File: config.mk
export PLATFORM = sky130hd
export DESIGN_NAME = bitstream_unpacker
export DESIGN_NICKNAME = d
export VERILOG_FILES = /design/src/rtl/bitstream_unpacker_pkg.sv /design/src/rtl/bitstream_unpacker_extract.sv /design/src/rtl/bitstream_unpacker.sv
export SDC_FILE = /design/constraint.sdc
export NUM_CORES = 1
export LEC_CHECK = 0
export ABC_AREA = 1
export CAP_MARGIN = 30
export CELL_PAD_IN_SITES_DETAIL_PLACEMENT = 1
export CELL_PAD_IN_SITES_GLOBAL_PLACEMENT = 1
export CORE_ASPECT_RATIO = 0.7
export CORE_MARGIN = 2
export CORE_UTILIZATION = 42
export CTS_BUF_LIST = sky130_fd_sc_hd__clkbuf_8
export DETAILED_ROUTE_END_ITERATION = 16
export HOLD_SLACK_MARGIN = 0.08
export PLACE_DENSITY_LB_ADDON = 0.1
export SYNTH_ARGS = -nofsm -noshare
export SYNTH_HDL_FRONTEND = slang
export SYNTH_HIERARCHICAL = 1
export SYNTH_SLANG_ARGS = --single-unit
File: constraint.sdc
create_clock -name clk -period 6.5 [get_ports clk]
set_input_delay 1.95 -clock clk [delete_from_list [all_inputs] [get_ports clk]]
set_output_delay 1.95 -clock clk [all_outputs]
set_load 0.01 [all_outputs]
File: src/rtl/bitstream_unpacker_pkg.sv
`default_nettype none
// ============================================================================
// bitstream_unpacker_pkg : shared width defaults, buffer states, field extender
// Revision: 1.0
// ============================================================================
package bitstream_unpacker_pkg;

  localparam int DEFAULT_N = 16;

  // Field extension is evaluated at a fixed wide width so any N <= EXT_W
  // can reuse it; callers truncate the result to their own N.
  localparam int EXT_W  = 64;
  localparam int EXT_LW = 7;

  localparam logic [1:0] BUF_EMPTY   = 2'd0;
  localparam logic [1:0] BUF_PARTIAL = 2'd1;
  localparam logic [1:0] BUF_FULL    = 2'd2;

  function automatic int level_w(input int m);
    return m + 2;
  endfunction

  // Keep the low len bits of field; fill the rest with copies of bit len-1
  // when sgn is set, zeros otherwise. len is 1..EXT_W.
  function automatic logic [EXT_W-1:0] ext(input logic [EXT_W-1:0] field,
                                           input logic [EXT_LW-1:0] len,
                                           input logic sgn);
    logic [EXT_W-1:0] mask;
    logic [EXT_W-1:0] top;
    if (len >= EXT_LW'(EXT_W)) begin
      mask = '1;
    end else begin
      mask = (EXT_W'(1) << len) - EXT_W'(1);
    end
    top = field >> (len - EXT_LW'(1));
    if (sgn && top[0]) begin
      return field | ~mask;
    end
    return field & mask;
  endfunction

endpackage
`default_nettype wire

File: src/rtl/bitstream_unpacker_extract.sv
`default_nettype none
// ============================================================================
// bitstream_extract : combinational field shifter and buffer update
// Revision: 1.0
// ============================================================================
module bitstream_extract
  import bitstream_unpacker_pkg::*;
#(
  parameter int N = DEFAULT_N,
  parameter int M = $clog2(N)
) (
  input  logic [2*N-1:0] bit_buf,
  input  logic [M+1:0]   level,
  input  logic [M:0]     len,
  input  logic [N-1:0]   in_data,
  input  logic           push,
  input  logic           pop,
  output logic [N-1:0]   field,
  output logic [2*N-1:0] next_buf,
  output logic [M+1:0]   next_level
);

  localparam int LW = M + 2;

  logic [LW-1:0]  rsh;
  logic [2*N-1:0] popped_buf;
  logic [LW-1:0]  popped_level;
  logic [2*N-1:0] push_word;

  always_comb begin
    rsh          = LW'(2 * N) - LW'(len);
    field        = N'(bit_buf >> rsh);

    popped_buf   = bit_buf;
    popped_level = level;
    if (pop) begin
      popped_buf   = bit_buf << len;
      popped_level = level - LW'(len);
    end

    // New word lands directly below the bits that survive this cycle's pop.
    push_word  = {in_data, {N{1'b0}}} >> popped_level;
    next_buf   = popped_buf;
    next_level = popped_level;
    if (push) begin
      next_buf   = popped_buf | push_word;
      next_level = popped_level + LW'(N);
    end
  end

endmodule
`default_nettype wire

File: src/rtl/bitstream_unpacker.sv
`default_nettype none
// ============================================================================
// bitstream_unpacker : MSB-first variable-length field reader over N-bit words
// Revision: 1.0
// ============================================================================
module bitstream_unpacker
  import bitstream_unpacker_pkg::*;
#(
  parameter int N = DEFAULT_N,
  parameter int M = $clog2(N)
) (
  input  logic                  clk,
  input  logic                  rst_n,
  input  logic                  flush,
  input  logic                  in_valid,
  output logic                  in_ready,
  input  logic [N-1:0]          in_data,
  input  logic                  req_valid,
  output logic                  req_ready,
  input  logic [M-1:0]          req_len,
  input  logic                  req_signed,
  output logic                  out_valid,
  input  logic                  out_ready,
  output logic [N-1:0]          out_data,
  output logic [level_w(M)-1:0] level
);

  localparam int LW = level_w(M);

  logic [2*N-1:0] buf_q, buf_d;
  logic [LW-1:0]  level_q, level_d;
  logic           out_valid_q, out_valid_d;
  logic [N-1:0]   out_data_q, out_data_d;

  logic [M:0]     len;
  logic [1:0]     buf_state;
  logic           push;
  logic           pop;
  logic [N-1:0]   field;
  logic [2*N-1:0] next_buf;
  logic [LW-1:0]  next_level;

  always_comb begin
    len = (M+1)'(req_len) + (M+1)'(1);

    if (level_q == '0) begin
      buf_state = BUF_EMPTY;
    end else if (level_q <= LW'(N)) begin
      buf_state = BUF_PARTIAL;
    end else begin
      buf_state = BUF_FULL;
    end

    // Both qualifiers look only at the registered level, so a word arriving
    // this cycle never satisfies this cycle's request.
    in_ready  = !flush && (buf_state != BUF_FULL);
    req_ready = !flush && (level_q >= LW'(len)) && (!out_valid_q || out_ready);
    push      = in_valid && in_ready;
    pop       = req_valid && req_ready;
  end

  bitstream_extract #(
    .N (N),
    .M (M)
  ) u_extract (
    .bit_buf    (buf_q),
    .level      (level_q),
    .len        (len),
    .in_data    (in_data),
    .push       (push),
    .pop        (pop),
    .field      (field),
    .next_buf   (next_buf),
    .next_level (next_level)
  );

  always_comb begin
    buf_d       = buf_q;
    level_d     = level_q;
    out_valid_d = out_valid_q;
    out_data_d  = out_data_q;

    if (flush) begin
      buf_d       = '0;
      level_d     = '0;
      out_valid_d = 1'b0;
    end else begin
      buf_d   = next_buf;
      level_d = next_level;
      if (pop) begin
        out_valid_d = 1'b1;
        out_data_d  = N'(ext(EXT_W'(field), EXT_LW'(len), req_signed));
      end else if (out_valid_q && out_ready) begin
        out_valid_d = 1'b0;
      end
    end
  end

  always_ff @(posedge clk) begin
    if (!rst_n) begin
      buf_q       <= '0;
      level_q     <= '0;
      out_valid_q <= 1'b0;
      out_data_q  <= '0;
    end else begin
      buf_q       <= buf_d;
      level_q     <= level_d;
      out_valid_q <= out_valid_d;
      out_data_q  <= out_data_d;
    end
  end

  assign out_valid = out_valid_q;
  assign out_data  = out_data_q;
  assign level     = level_q;

endmodule
`default_nettype wire
==> results.md, run 1 <==
- Maximum clock insertion buffer count: 2
- Initial Utilization: 0.433
- FF-to-FF Start: level[3]$_SDFF_PP0_
- Crit path kind: in -> out
- Worst IR Drop VDD: 0.0000833 V
- CP max-delay cell: clkdlybuf4s50_1
- DP Cell Count: 1851
- # rows: between 40 and 50
- CP Data Arrival Time: around 4400 ps
- Power Density: about 150 mW/mm²
- Yosys cell types: 47
- Core outline area: 0.0191 mm²
- Post-cts repair resize count: 0
- Layout cell share with drive strength beyond 1: 0.0646
- Yosys reg bits: between 50 and 60
- Worst rel slew slack: 0.545
- Post-Syn Nets: about 1600
- Crit path to: req_ready
- Setup TNS Final: 0 ps
- Critical Path Start: req_len[3]
- Clock Skew: around 22 ps
- Residual DRC: 0
- Final instance area: 0.00905 mm²
- Peak Freq: 158 MHz
- Initial antenna violation count: 0
- Reg2reg setup slack: 2920 ps
- Largest net degree at the start of global routing: between 60 and 70
- Unrepaired setup endpoints after global routing: no
- Global-route wire length before repair: ~54 mm
- CP peak stage delay: approximately 670 ps
- Crit Reg-Reg Endpoint: buf_q[8]$_SDFF_PP0_
- Non-Filler Instances: between 1500 and 2000
- Leakage: approximately 4.5 nW
- CTS root buf: clkbuf_8
- Dpl cell area: roughly 0.0089 mm²
- Seq/Total Area, Yosys: 0.133
- CTS tree: built
- YS warnings: 6
- IO buf count: 51
- IO Pins: between 50 and 60
- Area of the die: around 0.021 mm²
- Startpoint type of the worst setup path: input pin
- Grt ovf: 0
- Area grow syn2layout: 9.13%
- Post-route minimum period: around 6300 ps
- Measured slew at the worst slew-check pin: 682 ps
- MaxCap Viol Count: 0
- Drt total wl: 34.5 mm
- Critical Path End Type: output pin
- Most common cell after layout, fill and taps aside: nand2_1
- Number of H-tree levels: 2
- Die Span Y: ~120 µm
- Clk sink count: 55
- Nets: around 1600
- Syn avg cell area: roughly 5.2 µm²
- Die W: 172 µm
- FF-to-FF path depth: 21
- Hold_buf cts: 0
- Syn Std Cell Area: just over 0.008 mm²
- Crit-path cells: clkdlybuf4s50_1, inv_1, nand2_2, nand2_4, ha_1, a21o_1, a211oi_1, nand3_1, nand3_1, inv_1, clkdlybuf4s50_1
- # diodes: 0
- Setup Buffers After CTS: 0
- Routed Antenna Nets: 0
- Finish-stage setup viols: 0
- Status: finished, final reports clean
- Worst Path Required: roughly 4600 ps
- Final Hold Vio Count: 0
- Gate Count Post-Synth: roughly 1600
- Placer Congestion: 0.942
- Post-DR wirelength/cell: between 15 and 20 µm
- TritonCTS buffer count: 5
- Global-route usage over all layers: 0.332
- Iteration-0 DRC Markers: 1119
- Max Fanout on Critical Path: 7
- DR pass1 iterations: 6
- Vias: 10600
- Vias in the first global route: about 10000
- Clk slew on worst S/H paths: approximately 100 ps
- Dpl hpwl: ~27 mm
- Hold WC Path Type: reg -> reg
- Via density per instance: about 5.7
- Commonest non-fill, non-tap cells in the layout: 502 x nand2_1, 349 x nand3_1, 171 x inv_1, 126 x nor2_1, 83 x a21oi_1
- Skew-Pair Late Insertion Delay: 350 ps
- Fin. max-slew vios: 0
- Final Cycle Share: 0.973
[sequential cells by signal (all words and copies together), names as in the netlist]
register and cells:
buf_q 32, out_data 16, level 6, out_valid 1
[power by group]
group          switching, mW  total (mW)  internal [mW]
registers             0.0145       0.363          0.348
clock network          0.131       0.242          0.112
logic                  0.534       0.779          0.246
total                  0.679        1.38          0.706
[cell type report]
class,count,area (µm²)
clock buffer,5,68.8
clock inverter,2,33.8
fill,2944,10100
inverter,189,722
multi-input combinational,1253,5980
sequential,55,1100
tap,264,330
timing repair buffer,90,808
[synth_stat cells (all sizes together)]
| master | count | share of area |
|---|---|---|
| a211oi | 2 | 0.0018 |
| a21boi | 3 | 0.0041 |
| a21o | 1 | 0.00091 |
| a21oi | 84 | 0.051 |
| a22oi | 3 | 0.0027 |
| and2 | 3 | 0.0023 |
| and3 | 1 | 0.00076 |
| buf | 61 | 0.048 |
| clkbuf | 24 | 0.011 |
| clkinv | 1 | 0.00045 |
| dfxtp | 55 | 0.13 |
| fa | 1 | 0.0024 |
| ha | 17 | 0.026 |
| inv | 188 | 0.087 |
| mux2i | 1 | 0.0012 |
| nand2 | 516 | 0.24 |
| nand3 | 352 | 0.22 |
| nand3b | 1 | 0.00091 |
| nand4 | 9 | 0.0068 |
| nor2 | 135 | 0.067 |
| nor3 | 4 | 0.0024 |
| o211ai | 30 | 0.028 |
| o21a | 6 | 0.0054 |
| o21ai | 61 | 0.038 |
| o21bai | 3 | 0.0027 |
| o22ai | 5 | 0.0038 |
| or2 | 8 | 0.0060 |
| xnor2 | 1 | 0.0020 |
| xor2 | 6 | 0.0095 |
[how the worst min path moves through the flow]
stage / startpoint / to / slack [ps] / cells after the start
floorplan: out_data[10]$_SDFFE_PN0P_ / out_data[10]$_SDFFE_PN0P_ / 490 / 2
global placement: out_data[3]$_SDFFE_PN0P_ / out_data[3]$_SDFFE_PN0P_ / 460 / 2
detailed placement: out_data[3]$_SDFFE_PN0P_ / out_data[3]$_SDFFE_PN0P_ / 460 / 2
CTS: out_data[3]$_SDFFE_PN0P_ / out_data[3]$_SDFFE_PN0P_ / 470 / 2
global route: out_data[3]$_SDFFE_PN0P_ / out_data[3]$_SDFFE_PN0P_ / 510 / 2
finish: out_data[3]$_SDFFE_PN0P_ / out_data[3]$_SDFFE_PN0P_ / 480 / 2
[critical path: cells and delay by family]
family / cells / cell delay, ps
AOI/OAI and AO/OA: 2 / 370
adders and majority gates: 1 / 290
buffers and inverters: 4 / 1350
and+or+nand+nor: 4 / 420
[logic make-up after synthesis]
group,after synthesis,synth area share
AO/OA/AOI/OAI,198,0.139
buffers and inverters,274,0.146
multiplexers,1,0.00121
XOR/XNOR,7,0.0115
adder cells (fa/ha/maj),18,0.0281
flip-flops,55,0.133
AND/OR/NAND/NOR,1029,0.542
[per-stage QoR]
stage               hold slack, ps  setup WS, ps  total power [mW]  utilization
detailed placement             460          77.1              1.13        0.467
floorplan                      490          1080             0.916            -
global placement               457           118              1.11        0.467
finish                         475           176              1.38        0.473
global route                   513          17.6              1.49        0.473
CTS                            474          68.3              1.37        0.473
[per-layer routing]
layer / GRT usage / wire [µm]
met1: 0.503 / 16900
met2: 0.492 / 14200
met3: 0.0549 / 2840
met4: 0.0630 / 527
met5: 0 / 0
No activity file was read; power rests on OpenSTA's default activity.
==> inputs of run 2 (changes only) <==
- CELL_PAD_IN_SITES_DETAIL_PLACEMENT: 1 -> unset
- CELL_PAD_IN_SITES_GLOBAL_PLACEMENT: 1 -> unset
- CORE_UTILIZATION: 42 -> 50
- PLACE_DENSITY: unset -> 0.69
- PLACE_DENSITY_LB_ADDON: 0.1 -> unset
- clock period: 6.5 -> 8 ns (I/O delays scaled with it)
==> results.md, run 2 (synthesis results as in run 1) <==
- Global-route wire length before repair: between 40 and 50 mm
- CP Data Arrival Time: ~5200 ps
- Commonest non-fill, non-tap cells in the layout: 502 x nand2_1, 349 x nand3_1, 170 x inv_1, 126 x nor2_1, 83 x a21oi_1
- DR pass1 iterations: 6
- CP max-delay cell: clkdlybuf4s50_1
- CTS root buf: clkbuf_8
- Area grow syn2layout: 6.41%
- Dpl cell area: slightly below 0.009 mm²
- Hold_buf cts: 0
- Post-cts repair resize count: 0
- CP peak stage delay: approximately 800 ps
- Hold WC Path Type: reg -> reg
- Maximum clock insertion buffer count: 2
- Setup TNS Final: 0 ps
- # diodes: 0
- Drt total wl: 29.3 mm
- Most common cell after layout, fill and taps aside: nand2_1
- Initial antenna violation count: 0
- Initial Utilization: 0.510
- Fillers: between 1500 and 2000
- Vias: slightly above 10000
- CTS tree: built
- Post-route minimum period: 7590 ps
- Layout cell share with drive strength beyond 1: 0.0521
- Power Density: roughly 120 mW/mm²
- Via density per instance: between 5 and 6
- Post-DR wirelength/cell: 16.3 µm
- Leakage: roughly 4.4 nW
- Area of the die: around 0.018 mm²
- Clk sink count: between 50 and 60
- Critical Path End Type: output pin
- Clock Skew: ~12 ps
- Non-Filler Instances: around 1800
- Post-Place Worst Slack: approximately 440 ps
- Vias in the first global route: 8917
- Number of H-tree levels: 2
- Fin. max-slew vios: 0
- Global-route usage over all layers: 0.333
- Final core utilization: 0.543
- Dpl hpwl: 22.6 mm
- Final Hold Vio Count: 0
- Core outline area: 0.0162 mm²
- Status: finished, final reports clean
- IO buf count: 51
- Delay-heaviest family, CP: buffers and inverters
- Nets: 1618
- Routed Antenna Nets: 0
- Residual DRC: 0
- Unrepaired setup endpoints after global routing: no
- Final Cycle Share: 0.949
- Post-layout worst setup margin: about 410 ps
- Worst Path Required: between 5000 and 6000 ps
- Crit path kind: in -> out
- IO Pins: 52
- Setup Buffers After CTS: 0
- Worst rel slew slack: 0.492
- Die Span Y: 112 µm
- Crit-path cells: clkdlybuf4s50_1, ha_1, inv_1, nand2_1, nand2_2, ha_1, a21o_1, a211oi_1, nand3_1, nand3_1, inv_1, clkdlybuf4s50_1
- TritonCTS buffer count: 5
- CP Buf/Inv Count: 4
- Largest net degree at the start of global routing: between 60 and 70
- Measured slew at the worst slew-check pin: about 760 ps
- Power consumption: around 1.1 mW
- Grt ovf: 0
- Max reg flops: 32
- Hold slack final: roughly 470 ps
- Final instance area: ~0.0088 mm²
- Finish-stage setup viols: 0
- Worst IR Drop VDD: 0.0000725 V
- Clk slew on worst S/H paths: about 110 ps
- Die W: about 160 µm
- Skew-Pair Late Insertion Delay: roughly 340 ps
- Most flop-heavy register: buf_q
- MaxCap Viol Count: 0
- Max Fanout on Critical Path: 11
- DP Cell Count: about 1800
- Startpoint type of the worst setup path: input pin
- # rows: 39
- Iteration-0 DRC Markers: 1631
- Peak Freq: about 130 MHz
- Placer Congestion: around 0.96
[run 2: cell types whose count changed in the layout (fill, tap and decap cells not counted), sizes merged]
cell           previous run  this run
buf                      39        18
bufinv                    1         0
clkbuf                    5         6
clkdlybuf4s50            49        51
dlymetal6s2s              2         0
[run 2: final cells by class]
type	instances	area [µm²]	area share
flip-flops and latches	55	1100	0.125
repair buffers	69	646	0.0732
multi-input cells	1253	5980	0.678
clock buffers	6	82.6	0.00936
inverters	189	722	0.0818
clock inverters	1	8.76	0.000993
well taps	225	282	0.0319
[run 2: worst reg2reg max path, stage by stage (launching register included)]
cell      delay, ps
dfxtp_1         490
ha_1            300
a21o_1          170
a211oi_1        250
nand3_1         130
nand3_1          90
inv_1            60
nand2_2         290
inv_1           360
inv_4           360
nand2_1         120
nand2_1         590
nand4_1         260
nor2_1          220
nor2_1           60
nor2_1          100
nand2_1         110
nand2_1          70
inv_1            30
nor2_1           90
[run 2: power breakdown]
| group | internal (mW) | total [mW] | switching [mW] |
|---|---|---|---|
| Combinational | 0.189 | 0.599 | 0.410 |
| Sequential | 0.283 | 0.295 | 0.0115 |
| Clock | 0.0702 | 0.176 | 0.106 |
[run 2: metal layers]
layer / vias to the layer above / track usage / wire (µm)
met5: - / 0 / 0
li1: 5115 / - / -
met4: 0 / 0.0612 / 392
met1: 4605 / 0.529 / 14100
met3: 32 / 0.0864 / 3540
met2: 570 / 0.441 / 11200
[run 2: worst paths after layout]
kind / start / slack [ps] / end / cells after the start
min: out_data[3]$_SDFFE_PN0P_ / 470 / out_data[3]$_SDFFE_PN0P_ / 2
max: req_len[0] / 410 / req_ready / 12
min reg2reg: out_data[3]$_SDFFE_PN0P_ / 470 / out_data[3]$_SDFFE_PN0P_ / 2
max reg2reg: level[3]$_SDFF_PP0_ / 3790 / buf_q[14]$_SDFF_PP0_ / 19
